## src/rtl/ram_pkg.sv

```systemverilog
// Shared sizing and state encoding for the word-copy engine and its RAM.
package ram_pkg;

   localparam int ADDR_W = 5;
   localparam int DATA_W = 32;
   localparam int DEPTH  = 1 << ADDR_W;

   typedef enum logic [2:0] {
      IDLE,
      READ,
      CAPTURE,
      WRITE,
      DONE
   } state_t;

endpackage

```

## src/rtl/ram_copier.sv

```systemverilog
// Copies len words src->dst through one synchronous-read RAM port, 3 cycles/word + 1 done cycle.
// Start is only sampled in IDLE; no backpressure, the RAM is assumed always available.
module ram_copier #(
   parameter int ADDR_W = ram_pkg::ADDR_W,
   parameter int DATA_W = ram_pkg::DATA_W
) (
   input  logic              clk,
   input  logic              rst_n,
   input  logic              start,
   input  logic [ADDR_W-1:0] src,
   input  logic [ADDR_W-1:0] dst,
   input  logic [ADDR_W:0]   len,
   output logic              busy,
   output logic              done,
   output logic              writeOn,
   output logic [ADDR_W-1:0] address,
   output logic [DATA_W-1:0] data_in,
   input  logic [DATA_W-1:0] data_out
);

   import ram_pkg::*;

   localparam logic [ADDR_W:0] LEN_MAX = {1'b1, {ADDR_W{1'b0}}};

   state_t            state_q, state_d;
   logic [ADDR_W-1:0] src_q, dst_q, i_q;
   logic [ADDR_W:0]   len_q;
   logic [DATA_W-1:0] word_q;
   logic [ADDR_W:0]   len_clamped;
   logic [ADDR_W:0]   i_next;

   assign len_clamped = (len > LEN_MAX) ? LEN_MAX : len;
   assign i_next      = {1'b0, i_q} + {{ADDR_W{1'b0}}, 1'b1};

   always_ff @(posedge clk or negedge rst_n) begin
      if (!rst_n) state_q <= IDLE;
      else        state_q <= state_d;
   end

   // Outputs are decoded from state so reset clears the RAM strobe without waiting for a clock.
   always_comb begin
      state_d = state_q;
      busy    = 1'b0;
      done    = 1'b0;
      writeOn = 1'b0;
      address = '0;
      data_in = '0;
      case (state_q)
         IDLE: begin
            if (start) state_d = (len_clamped == '0) ? DONE : READ;
         end
         READ: begin
            busy    = 1'b1;
            address = src_q + i_q;
            state_d = CAPTURE;
         end
         CAPTURE: begin
            busy    = 1'b1;
            address = src_q + i_q;
            state_d = WRITE;
         end
         WRITE: begin
            busy    = 1'b1;
            writeOn = 1'b1;
            address = dst_q + i_q;
            data_in = word_q;
            state_d = (i_next < len_q) ? READ : DONE;
         end
         DONE: begin
            busy    = 1'b1;
            done    = 1'b1;
            state_d = IDLE;
         end
         default: state_d = IDLE;
      endcase
   end

   always_ff @(posedge clk or negedge rst_n) begin
      if (!rst_n) begin
         src_q  <= '0;
         dst_q  <= '0;
         len_q  <= '0;
         i_q    <= '0;
         word_q <= '0;
      end else begin
         case (state_q)
            IDLE: begin
               if (start) begin
                  src_q <= src;
                  dst_q <= dst;
                  len_q <= len_clamped;
                  i_q   <= '0;
               end
            end
            CAPTURE: word_q <= data_out;
            WRITE:   i_q    <= i_next[ADDR_W-1:0];
            default: ;
         endcase
      end
   end

endmodule

```

## config.mk

```make
export PLATFORM = sky130hd
export DESIGN_NAME = ram_copier
export DESIGN_NICKNAME = d
export VERILOG_FILES = /design/src/rtl/ram_pkg.sv /design/src/rtl/ram_copier.sv
export SDC_FILE = /design/constraint.sdc
export NUM_CORES = 1
export LEC_CHECK = 0
export BUFFER_PORTS_ARGS = -buffer_cell sky130_fd_sc_hd__buf_2
export CORE_ASPECT_RATIO = 2
export CORE_MARGIN = 2
export CORE_UTILIZATION = 25
export DETAILED_ROUTE_END_ITERATION = 6
export PLACE_DENSITY = 0.46
export SLEW_MARGIN = 20
export SYNTH_ARGS = -nofsm -noshare
export SYNTH_HDL_FRONTEND = slang
export SYNTH_SLANG_ARGS = --single-unit
```

## constraint.sdc

```tcl
create_clock -name clk -period 3.3 [get_ports clk]
set_input_delay 0.33 -clock clk [delete_from_list [all_inputs] [get_ports clk]]
set_output_delay 0.33 -clock clk [all_outputs]
set_load 0.01 [all_outputs]
```

## After elaboration in Yosys (flattened, before gate mapping)

Index checks and enable logic that the tools add are counted.

- Logic and storage cells: 35
- Bits of input ports: 51
- Output and inout port bits: 40
- Flip-flop bits (word level): 56

- $add $sub $neg: 3
- Equality and inequality tests: 5
- Reduce and logical (&&, ||, !) cells: 7
- Mux-type cells: 12
- Order comparisons: 2

Operators with widths:

| operator | count |
|---|---|
| $mux 32 | 1 |
| $pmux 5 s2 | 2 |
| $pmux 3 s4 | 1 |
| $add 5x5->5 | 2 |
| $mux 3 | 3 |
| $add 5x1->6 const B | 1 |
| $eq 3x2->1 const B | 2 |
| $gt 6x6->1 const B | 1 |
| $logic_not 6->1 | 1 |
| $lt 6x6->1 | 1 |
| $mux 6 | 1 |
| $mux 5 | 1 |
| $reduce_and 2->1 | 2 |
| $reduce_or 4->1 | 1 |
| $eq 3x1->1 const B | 1 |
| $eq 3x3->1 const B | 1 |
| $logic_not 3->1 | 1 |
| $mux 1 | 3 |
| $ne 2x2->1 const B | 1 |
| $reduce_bool 2->1 | 1 |
| $reduce_or 2->1 | 1 |

## Logic depth before layout (Yosys ltp)

- Word-level depth: 6
- Mapped depth: 13
- Gate-level depth less buffers: 11

## Worst setup path after synthesis

Ideal clock, no wire load.

- Path type: reg-to-output
- From: register state_q[2]
- To: output address[4]
- Required time: 2.970 ns
- Stages on the path, launching flop included: 13
- Buffers on the path: 1
- Setup slack: 0.477 ns
- Arrival time: 2.493 ns
- Path through: dfrtp_1 -> nand3b_1 -> inv_1 -> clkbuf_1 -> nand2_1 -> nand2_1 -> ha_1 -> inv_1 -> fa_1 -> nor2b_1 -> o21ai_0 -> nor3b_1 -> mux2_2

- Longest elaborated chain between the ends: 3
- Elaborated cells between the ends (all ways): 5
- Those cells by class: eq/ne: 3; mux: 1; reduce/logical: 1

RTL lines:

| what | line | source |
|---|---|---|
| from (decl) | ram_copier.sv:25 | `state_t state_q, state_d;` |
| from (signal assigned) | ram_copier.sv:37 | `else state_q <= state_d;` |
| $eq 3x2->1 / $eq 3x1->1 (equally long branches) | ram_copier.sv:48 | `case (state_q)` |
| $reduce_or 2->1 (no line) | -- |  |
| $pmux 5 s2 (*) | ram_copier.sv:48 |  |
| to (decl) | ram_copier.sv:16 | `output logic [ADDR_W-1:0] address,` |

Every way passes the cells marked *; elsewhere a longest branch is shown, timed or not.

## Final worst setup path

- From: register state_q[0]
- To: output address[4]

Same word-level chain as after synthesis.

==> metrics.yaml <==
detailed_routing:
  via_per_inst: 4.34
  drcViolationCount: 0
  ant_nets: 0
  vias: 2056
  routedWlPerCell_um: 14.4
  dr.pass1.iters: 2
  drt_iter0_drc: 80
  drt_wl_total_um: 6800
grt:
  grt_max_degree: 44
  grt_pass1_vias: 2202
  antenna_found_initial: 0
  grt_pass1_wl_um: 10900
  grt_usage_pct: 11.5
  grt-ovfl-total: 0
place:
  placedCellCount: 465
  dpl_cell_area_um2: 3420
  dp_hpwl_um: 5140
  place_ws_ns: 0.273
  io_buffer_count: 90
  gp_congestion: 0.715
cells_and_area:
  design_area_um2: 3600
  regArea_um2: 1400
  drive_gt1_share_pct: 44.6
  utilization_pct: 32.1
  antenna-diode-count: 0
  nNetsFinal: 393
  multiInputGateArea_um2: 1330
  nFillCells: 1175
  fin_cells: 474
  syn2layout_area_growth_pct: 26.4
pwr:
  p_per_area_nw_per_um2: 1040
  vdd_drop_max_mv: 0.361
  totalPowerFinal_mw: 3.76
  power_leakage_nw: 1.78
logic_synthesis:
  synth_area_leader_cell: "dfrtp_1"
  synth_fp_nets: 305
  yosys-top-cells-area: "dfrtp_1 (49%), mux2_2 (14%), and2_1 (7.2%)"
  synth_edf_count: 0
  netlist_area_um2: 2850
  synth-async-reset-ratio_pct: 100
  synth_top_family_by_area: "multiplexers"
  synthFlopType: "dfrtp_1"
  synthMuxAreaShare_pct: 19.3
  ys_ff_latch: 56
  synth_cells: 243
  yosysSeqAreaShare_pct: 49.2
  ys_top_cells_by_count: "dfrtp_1 (56), mux2_2 (35), and2_1 (33)"
  netlist-cell-type-count: 37
  synth.avg_cell_area_um2: 11.7
  synth_fa_ha_area_share_pct: 5.10
  synth_xor_xnor_area_share_pct: 2.15
  synth-simple-area-share_pct: 14.5
  synth_compound_area_share_pct: 5.36
  ys_warn_count: 0
  synth.most_common_cell: "dfrtp_1"
  synth_top_area_share_pct: 49.2
critical_path:
  cp-end-kind: "output pin"
  r2r_end: "state_q[0]"
  cp_common_cell: "nand2_1"
  critical_path_depth: 12
  critPathLaunchType: "flip-flop"
  cp_max_fo: 9
  crit_required_ns: 2.97
  endpoint: "address[4]"
  path_cells: "nand3b_1 -> buf_4 -> nand2_1 -> nand2_1 -> ha_1 -> inv_1 -> fa_1 -> nor2b_1 -> o21ai_0 -> nor3b_1 -> mux2_2 -> buf_2"
  worstReg2RegStart: "i_q[0]"
  slowest_stage: "dfrtp_1"
  critPathLaunch: "state_q[0]"
  r2r_cells: 8
  critPathArrivalTime_ns: 2.71
  cp_num_buf_inv: 3
  r2r_setup_slack_ns: 1.26
  critical-path-top-delay-family: "simple AND/OR/NAND/NOR gates"
  max_stage_delay_ns: 0.50
  critPathKind: "flip-flop to output pin"
sta:
  layout_setup_ws_ns: 0.259
  fmax_mhz: 329
  rsz0062_at_grt: "no"
  hold_violations: 0
  setup_violations: 0
  finalCritPeriodShare_pct: 92.1
  min_period_ns: 3.04
  fin_skew_ns: 0.00347
  worstMarginPinSlew_ns: 0.947
  hold-worst-slack_ns: 0.0229
  drv_slew: 0
  slew-limit-headroom_pct: 36.7
  tns_ns: 0
die:
  fp.dieW_um: 79.5
  dieArea_um2: 12300
  initial_core_util_pct: 25.4
  coreArea_um2: 11200
  die_h_um: 155
  ios: 91
  num_rows: 55
worst_hold_path:
  hold_path_class: "input port to asynchronous set/reset pin"
cts:
  cts_tree: "yes"
  clockBufferDepth: 2
  ctsHtreeMaxLevel: 2
  ctsRootBufferMaster: "clkbuf_16"
  clkSinkCount: 56
  cts.clk_slew.worst_paths_ns: 0.08
  insertion_delay_ns: 0.29
  ctsHoldBuffers: 0
  cts-buffers-inserted: 5
outcome:
  status: "finished clean"
job:
  maxCapViolations: 0
layout make-up:
cell class / instances / area share, %
sequential: 56 / 38.9
multi-input combinational: 163 / 36.9
timing repair buffer: 93 / 13.3
tap: 142 / 4.93
clock buffer: 5 / 3.47
inverter: 12 / 1.25
clock inverter: 3 / 1.18
power by group:
group          switching, mW  total, mW  internal, mW
clock network          0.257      0.615         0.357
registers              0.226       1.26          1.03
logic                  0.899       1.89         0.986
total                   1.38       3.76          2.37
flip-flops by register name, summed over array words and instances, names as in the netlist:
signal,flops
len_q,6
word_q,32
dst_q,5
state_q,3
i_q,5
src_q,5
worst min-delay path by stage:
| stage | end | cells after the start | slack (ns) | from |
|---|---|---|---|---|
| finish | word_q[27] | 1 | 0.02 | rst_n |
| global route | word_q[27] | 1 | 0.07 | rst_n |
| CTS | word_q[27] | 1 | 0.25 | rst_n |
| detailed placement | len_q[0] | 2 | 0.47 | len_q[0] |
| global placement | len_q[0] | 2 | 0.47 | len_q[0] |
| floorplan | dst_q[0] | 0 | 0.03 | rst_n |
placed cells by master (no fill, tap or decap), types with 2 or more instances in the layout:
master / Yosys / layout
a21oi_1: 2 / 2
a22o_1: 4 / 4
and2_1: 33 / 33
buf_2: 3 / 89
buf_4: 1 / 3
clkbuf_16: 0 / 5
dfrtp_1: 56 / 56
ha_1: 10 / 10
inv_1: 12 / 12
mux2_2: 35 / 35
mux2_4: 9 / 9
mux2i_1: 2 / 2
nand2_1: 19 / 19
nand2b_1: 5 / 5
nand3_1: 2 / 2
nor2_1: 8 / 7
nor2b_1: 2 / 2
nor3_1: 2 / 2
nor3b_1: 2 / 2
o21ai_0: 8 / 8
xnor2_1: 5 / 5
xor2_1: 2 / 2
routing by layer:
layer | global-route usage [%] | share of wire (%) | up-vias
met5 | 0 | 0 | -
met4 | 6.24 | 4.0 | 0
met3 | 2.15 | 4.1 | 13
met2 | 21.3 | 56 | 54
met1 | 11.9 | 36 | 995
li1 | - | - | 994
cells by family after synthesis:
| logic type | Yosys count |
|---|---|
| DFF | 56 |
| buffers and inverters | 24 |
| and+or+nand+nor | 76 |
| muxes | 46 |
| adders and majority gates | 11 |
| AOI/OAI and AO/OA | 23 |
| xor gates and xnor gates | 7 |
what timing repair did:
action                     in CTS  in global routing
cloned                          0                  0
pin swaps                       1                  0
buffers inserted                1                  0
setup endpoints to repair       1                  1
gates resized for setup         0                  1
No activity file was read; power rests on OpenSTA's default activity.
